`config.mk`:
```
export PLATFORM = sky130hd
export DESIGN_NAME = memory_stream_reader
export DESIGN_NICKNAME = d
export VERILOG_FILES = /design/src/rtl/memory_stream_reader_pkg.sv /design/src/rtl/memory_stream_reader_fifo2.sv /design/src/rtl/memory_stream_reader.sv
export SDC_FILE = /design/constraint.sdc
export NUM_CORES = 1
export LEC_CHECK = 0
export BUFFER_PORTS_ARGS = -buffer_cell sky130_fd_sc_hd__buf_4
export CAP_MARGIN = 20
export CORE_MARGIN = 1.5
export CORE_UTILIZATION = 57
export CTS_CLUSTER_DIAMETER = 100
export DETAILED_ROUTE_END_ITERATION = 7
export GPL_ROUTABILITY_DRIVEN = 0
export MAX_ROUTING_LAYER = met4
export PLACE_DENSITY = 0.87
export SETUP_SLACK_MARGIN = 0.15
export SYNTH_ARGS = -nofsm -noshare
export SYNTH_HDL_FRONTEND = slang
export SYNTH_HIERARCHICAL = 1
export SYNTH_SLANG_ARGS = --single-unit
export TNS_END_PERCENT = 10
```
`constraint.sdc`:
```
create_clock -name clock -period 5.39 [get_ports clock]
set_input_delay 0.539 -clock clock [delete_from_list [all_inputs] [get_ports clock]]
set_output_delay 0.539 -clock clock [all_outputs]
set_load 0.005 [all_outputs]
```
`src/rtl/memory_stream_reader_pkg.sv`:
```
// Shared constants for the memory stream reader: FSM state encodings and
// the depth of the output staging FIFO.
package memory_stream_reader_pkg;

   localparam logic [1:0] ST_IDLE  = 2'd0;
   localparam logic [1:0] ST_READ  = 2'd1;
   localparam logic [1:0] ST_DRAIN = 2'd2;
   localparam logic [1:0] ST_DONE  = 2'd3;

   localparam logic [1:0] FIFO_DEPTH = 2'd2;

   // Width of one FIFO entry: {data, address, last}.
   function automatic int payload_width(input int address_width, input int data_width);
      return data_width + address_width + 1;
   endfunction

endpackage

```
`src/rtl/memory_stream_reader_fifo2.sv`:
```
// Two-entry synchronous FIFO used to stage read words in front of the
// stream interface; push and pop may coincide at any occupancy.
module stream_fifo2
   import memory_stream_reader_pkg::*;
#(
   parameter int WIDTH = 43
) (
   input  logic             i_clock,
   input  logic             i_reset_n,
   input  logic             i_push,
   input  logic [WIDTH-1:0] i_data,
   input  logic             i_pop,
   output logic [WIDTH-1:0] o_data,
   output logic             o_empty,
   output logic             o_full,
   output logic [1:0]       o_count
);

   logic [WIDTH-1:0] r_mem [int'(FIFO_DEPTH)];
   logic             r_wr_ptr;
   logic             r_rd_ptr;
   logic [1:0]       r_count;
   logic             w_do_push;
   logic             w_do_pop;

   assign w_do_pop  = i_pop && (r_count != 2'd0);
   assign w_do_push = i_push && ((r_count != FIFO_DEPTH) || w_do_pop);

   always_ff @(posedge i_clock) begin
      if (!i_reset_n) begin
         // NOTE: the storage is reset as well so the stream outputs read zero after reset.
         r_mem[0] <= '0;
         r_mem[1] <= '0;
         r_wr_ptr <= 1'b0;
         r_rd_ptr <= 1'b0;
         r_count  <= 2'd0;
      end else begin
         // NOTE: non-blocking updates, so every register here sees pre-edge values.
         if (w_do_push) begin
            r_mem[r_wr_ptr] <= i_data;
            r_wr_ptr        <= ~r_wr_ptr;
         end
         if (w_do_pop) begin
            r_rd_ptr <= ~r_rd_ptr;
         end
         if (w_do_push && !w_do_pop) begin
            r_count <= r_count + 2'd1;
         end else if (w_do_pop && !w_do_push) begin
            r_count <= r_count - 2'd1;
         end
      end
   end

   assign o_data  = r_mem[r_rd_ptr];
   assign o_empty = (r_count == 2'd0);
   assign o_full  = (r_count == FIFO_DEPTH);
   assign o_count = r_count;

endmodule

```
`src/rtl/memory_stream_reader.sv`:
```
// Walks a contiguous word range of a synchronous-read memory and streams
// each word, with its address and a last flag, over valid/ready.
module memory_stream_reader
   import memory_stream_reader_pkg::*;
#(
   parameter int ADDRESS_WIDTH = 10,
   parameter int DATA_WIDTH    = 32
) (
   input  logic                     clock,
   input  logic                     reset_n,
   input  logic                     enable,
   input  logic                     start,
   input  logic [ADDRESS_WIDTH-1:0] base_address,
   input  logic [ADDRESS_WIDTH:0]   word_count,
   output logic                     busy,
   output logic                     done,
   output logic                     memory_read_enable,
   output logic [ADDRESS_WIDTH-1:0] memory_address,
   input  logic [DATA_WIDTH-1:0]    memory_read_data,
   output logic                     stream_valid,
   input  logic                     stream_ready,
   output logic [DATA_WIDTH-1:0]    stream_data,
   output logic [ADDRESS_WIDTH-1:0] stream_address,
   output logic                     stream_last
);

   localparam int PAYLOAD_WIDTH = payload_width(ADDRESS_WIDTH, DATA_WIDTH);
   localparam logic [ADDRESS_WIDTH:0] COUNT_ONE = {{ADDRESS_WIDTH{1'b0}}, 1'b1};

   logic [1:0]               r_state;
   logic [ADDRESS_WIDTH-1:0] r_base;
   logic [ADDRESS_WIDTH:0]   r_word_count;
   logic [ADDRESS_WIDTH:0]   r_issue_count;
   logic [ADDRESS_WIDTH:0]   r_receive_count;
   logic                     r_inflight;
   logic [ADDRESS_WIDTH-1:0] r_inflight_address;
   logic                     r_inflight_last;

   logic                     w_pop;
   logic                     w_issue;
   logic                     w_issue_last;
   logic [2:0]               w_load;
   logic [ADDRESS_WIDTH:0]   w_receive_next;
   logic [1:0]               w_fifo_count;
   logic                     w_empty;
   logic                     w_full;
   logic [PAYLOAD_WIDTH-1:0] w_push_payload;
   logic [PAYLOAD_WIDTH-1:0] w_head;

   assign w_pop          = stream_valid && stream_ready;
   assign w_receive_next = w_pop ? (r_receive_count + COUNT_ONE) : r_receive_count;
   assign w_issue_last   = (r_issue_count == (r_word_count - COUNT_ONE));

   // A word leaving the FIFO this cycle frees its slot, which keeps a
   // continuously-ready consumer fed at one word per cycle.
   always_comb begin
      // NOTE: defaults first, so no path leaves a signal unassigned and no latch is inferred.
      w_load  = {1'b0, w_fifo_count} + {2'b00, r_inflight};
      w_issue = 1'b0;
      if (w_pop) begin
         w_load = w_load - 3'd1;
      end
      if ((r_state == ST_READ) && enable && (r_issue_count != r_word_count) && (w_load < 3'd2)) begin
         w_issue = 1'b1;
      end
   end

   assign memory_read_enable = w_issue;
   assign memory_address     = r_base + r_issue_count[ADDRESS_WIDTH-1:0];

   always_ff @(posedge clock) begin
      if (!reset_n) begin
         r_state            <= ST_IDLE;
         r_base             <= '0;
         r_word_count       <= '0;
         r_issue_count      <= '0;
         r_receive_count    <= '0;
         r_inflight         <= 1'b0;
         r_inflight_address <= '0;
         r_inflight_last    <= 1'b0;
      end else begin
         r_inflight <= w_issue;
         if (w_issue) begin
            r_inflight_address <= memory_address;
            r_inflight_last    <= w_issue_last;
            r_issue_count      <= r_issue_count + COUNT_ONE;
         end
         if (w_pop) begin
            r_receive_count <= w_receive_next;
         end
         if (enable) begin
            case (r_state)
               ST_IDLE: begin
                  if (start) begin
                     r_base          <= base_address;
                     r_word_count    <= word_count;
                     r_issue_count   <= '0;
                     r_receive_count <= '0;
                     r_state         <= (word_count == '0) ? ST_DONE : ST_READ;
                  end
               end
               ST_READ: begin
                  if (w_issue && w_issue_last) begin
                     r_state <= ST_DRAIN;
                  end
               end
               ST_DRAIN: begin
                  if ((w_receive_next == r_word_count) && !r_inflight) begin
                     r_state <= ST_DONE;
                  end
               end
               default: begin
                  r_state <= ST_IDLE;
               end
            endcase
         end
      end
   end

   // Read data is captured unconditionally one cycle after issue.
   assign w_push_payload = {memory_read_data, r_inflight_address, r_inflight_last};

   stream_fifo2 #(
      .WIDTH (PAYLOAD_WIDTH)
   ) u_fifo (
      .i_clock   (clock),
      .i_reset_n (reset_n),
      .i_push    (r_inflight),
      .i_data    (w_push_payload),
      .i_pop     (w_pop),
      .o_data    (w_head),
      .o_empty   (w_empty),
      .o_full    (w_full),
      .o_count   (w_fifo_count)
   );

   assign {stream_data, stream_address, stream_last} = w_head;
   assign stream_valid = !w_empty;
   assign busy         = (r_state == ST_READ) || (r_state == ST_DRAIN);
   assign done         = (r_state == ST_DONE);

   // The issue rule must always leave room for the word returning this cycle.
   a_no_overflow : assert property (@(posedge clock) disable iff (!reset_n)
      r_inflight |-> (!w_full || w_pop));

endmodule

```
==> insert_results.sql <==
INSERT INTO impl_metrics (metric_group, metric, value, unit) VALUES
('clock_network', 'numClockSinks', '148', ''),
('sta', 'final_critical_path_share_of_the_clock_period', '64.9', '%'),
('placed_design', 'placed_cell_area', '8380', 'sq um'),
('setup_path', 'rr_startpoint', 'u_fifo/o_count[0]', ''),
('final_layout', 'layout.nets', '853', ''),
('final_layout', 'antenna_diode_count', '0', ''),
('sta', 'setup_ws', '1.89', 'ns'),
('clock_network', 'cts-root-buf', 'sky130_fd_sc_hd__clkbuf_16', ''),
('setup_path', 'worst-endpoint-required', '4.85', 'ns'),
('placed_design', 'io_buffer_count', '114', ''),
('setup_path', 'sort_of_element_at_the_end_of_the_critical_path', 'primary output', ''),
('setup_path', 'crit_path_start_kind', 'flip-flop', ''),
('clock_network', 'clockBufferDepth', '2', ''),
('status', 'outcome', 'finished clean', ''),
('yosys', 'syn-mean-instance-area', '11.1', 'sq um'),
('final_layout', 'area_growth', '20.9', '%'),
('global_routing', 'gr-usage-all-layers', '24.4', '%'),
('drt', 'drt-total-wl', '15500', 'um'),
('power_and_ir_drop', 'leakagePower', '3.62', 'nW'),
('sta', 'final_hold_viol_count', '0', ''),
('clock_network', 'cts_hold_buffers', '0', ''),
('global_routing', 'grt_start_max_net_pins', '44', ''),
('clock_network', 'cts_htree_levels', '4', ''),
('floorplanning', 'design.core.area', '12700', 'sq um'),
('hold_path', 'worstHoldPathType', 'in -> reg', ''),
('sta', 'setup_repair_after_global_routing_missed_its_margin', 'no', ''),
('setup_path', 'last_element_of_the_critical_path', 'memory_address[9]', ''),
('drt', 'routed-via-count', '5214', ''),
('power_and_ir_drop', 'power.density_cell_area', '302', 'nW/um^2'),
('sta', 'layout_min_cycle_time', '3.50', 'ns'),
('drt', 'drc_errors', '0', ''),
('floorplanning', 'initial_utilization', '58.6', '%'),
('clock_network', 'clkSlewWorstSetupHoldPaths', '0.06', 'ns'),
('sta', 'fmaxAchievable', '286', 'MHz'),
('clock_network', 'post_cts.resized_instances', '0', ''),
('global_routing', 'grt_antenna_before_repair', '0', ''),
('sta', 'hold-worst-slack', '0.363', 'ns'),
('sta', 'setup_viol', '0', ''),
('floorplanning', 'die_width', '117', 'um'),
('clock_network', 'tritoncts', 'yes', ''),
('final_layout', 'fraction_of_layout_instances_using_a_drive_strength_above_1', '29.0', '%'),
('final_layout', 'n_fill_cell', '918', ''),
('setup_path', 'critical_path.startpoint', 'r_issue_count[1]', ''),
('floorplanning', 'design.die.area', '13700', 'sq um'),
('floorplanning', 'chip_height', '117', 'um'),
('drt', 'drt-wirelength-per-cell', '16.2', 'um'),
('setup_path', 'crit_fanout', '7', ''),
('sta', 'fin_setup_tns', '0', 'ns'),
('setup_path', 'timing_worst_setup_path_type', 'reg -> out', ''),
('clock_network', 'worstSkewPairLatency', '0.42', 'ns'),
('clock_network', 'postCtsSetupBuffers', '0', ''),
('drt', 'detail-route-antenna-nets', '0', ''),
('setup_path', 'worst_ep_arrival_time', '2.96', 'ns'),
('yosys', 'synth_nets', '748', ''),
('sta', 'timing_max_transition_violations_final', '0', ''),
('drt', 'post_drt_via_cell_ratio', '5.44', ''),
('final_layout', 'finish.cell_count_without_fillers', '958', ''),
('run', 'drv_cap', '0', ''),
('setup_path', 'reg2reg_setup_slack', '2.45', 'ns'),
('floorplanning', 'std_cell_rows', '41', ''),
('global_routing', 'wire_length_of_the_first_global_routing_pass', '24700', 'um'),
('hold_path', 'whs_path_cells', '3', ''),
('sta', 'worst_slew_margin_rel', '31.9', '%'),
('drt', 'drtPass1Iterations', '5', ''),
('clock_network', 'numCtsBuffers', '17', ''),
('yosys', 'synthesis.yosys.warnings', '6', ''),
('global_routing', 'grt.overflow.total', '0', ''),
('placed_design', 'dp.final_hpwl', '10600', 'um'),
('final_layout', 'post_route_cell_area', '8970', 'sq um'),
('sta', 'worst_clock_skew', '0.00655', 'ns'),
('global_routing', 'grt_pass1_vias', '5192', ''),
('setup_path', 'cells_on_worst_reg2reg_path', '9', ''),
('drt', 'drtIter0Drc', '378', ''),
('placed_design', 'numPlacedInstances', '926', ''),
('final_layout', 'utilization', '70.8', '%'),
('sta', 'worstMarginPinSlew', '1.02', 'ns'),
('floorplanning', 'boundaryPins', '115', ''),
('yosys', 'syn_inst', '668', ''),
('power_and_ir_drop', 'power.total', '2.71', 'mW'),
('placed_design', 'dp_worst_slack', '2.39', 'ns'),
('yosys', 'area_of_the_mapped_netlist', '7420', 'sq um'),
('power_and_ir_drop', 'vdd.ir_drop.worst', '0.000151', 'V'),
('setup_path', 'timing.rr.end', 'r_state[1]', '');
==> metal layers <==
metal  up-vias  routed length (um)  GRT usage [%]
met5         -                   0              -
met1      2494                6640           29.1
met4         0                 259           8.35
met2       153                7850           40.9
met3        27                 742           5.46
li1       2540                   -              -
==> worst max-delay path, stage by stage (launching register included) <==
cell                       delay, ns
sky130_fd_sc_hd__dfxtp_1        0.52
sky130_fd_sc_hd__ha_1           0.30
sky130_fd_sc_hd__a21o_1         0.18
sky130_fd_sc_hd__a21oi_1        0.19
sky130_fd_sc_hd__nand2b_1       0.14
sky130_fd_sc_hd__a21boi_0       0.11
sky130_fd_sc_hd__o41ai_1        0.41
sky130_fd_sc_hd__o21ai_0        0.23
sky130_fd_sc_hd__xnor2_1        0.29
sky130_fd_sc_hd__buf_4          0.17
==> state kept, by name (all words and copies together) (netlist names), named ones only <==
| signal | count |
|---|---|
| r_inflight_address | 10 |
| u_fifo/r_mem | 86 |
| r_inflight_last | 1 |
| r_base | 10 |
| r_receive_count | 11 |
| r_issue_count | 11 |
| r_inflight | 1 |
| u_fifo/r_rd_ptr | 1 |
| r_word_count | 11 |
| u_fifo/o_count | 2 |
| r_state | 2 |
| u_fifo/r_wr_ptr | 1 |
==> layout by cell type, fill, tap and decap left out, types with 3 or more instances in the layout <==
cell	n
sky130_fd_sc_hd__a211o_1	3
sky130_fd_sc_hd__a21boi_0	3
sky130_fd_sc_hd__a21oi_1	40
sky130_fd_sc_hd__and2_1	83
sky130_fd_sc_hd__and2_2	6
sky130_fd_sc_hd__and3_1	7
sky130_fd_sc_hd__buf_4	116
sky130_fd_sc_hd__bufinv_16	3
sky130_fd_sc_hd__clkbuf_16	17
sky130_fd_sc_hd__clkinvlp_4	3
sky130_fd_sc_hd__dfxtp_1	61
sky130_fd_sc_hd__edfxtp_1	86
sky130_fd_sc_hd__ha_1	21
sky130_fd_sc_hd__inv_1	19
sky130_fd_sc_hd__mux2_2	43
sky130_fd_sc_hd__nand2_1	82
sky130_fd_sc_hd__nand3_1	6
sky130_fd_sc_hd__nand4_1	6
sky130_fd_sc_hd__nor2_1	29
sky130_fd_sc_hd__nor2b_1	4
sky130_fd_sc_hd__nor3_1	9
sky130_fd_sc_hd__nor3b_4	3
sky130_fd_sc_hd__nor4_1	3
sky130_fd_sc_hd__o21ai_0	15
sky130_fd_sc_hd__or3_1	5
sky130_fd_sc_hd__xnor2_1	28
sky130_fd_sc_hd__xor2_1	19
==> power breakdown <==
group	internal [mW]	switching [mW]	leakage [nW]
logic	0.129	0.134	1.95
clock network	0.725	0.454	0.277
registers	1.24	0.0294	1.39
==> cell type report <==
| cell class | count | area [sq um] | share of cell area [%] |
|---|---|---|---|
| timing repair buffer | 117 | 886 | 9.87 |
| multi-input combinational | 469 | 3380 | 37.7 |
| sequential | 148 | 3820 | 42.6 |
| tap | 172 | 215 | 2.40 |
| clock buffer | 19 | 433 | 4.82 |
| clock inverter | 13 | 158 | 1.76 |
| inverter | 20 | 77.6 | 0.864 |
==> how the worst min path moves through the flow <==
stage                               start                    end  slack (ns)
floorplan           r_inflight_address[0]  r_inflight_address[0]        0.44
global placement                r_base[8]              r_base[8]        0.45
detailed placement              r_base[3]              r_base[3]        0.45
CTS                       base_address[7]              r_base[7]        0.35
global route              base_address[7]              r_base[7]        0.36
finish                    base_address[5]              r_base[5]        0.36
Note: power is estimated with default switching activity, not from simulation.
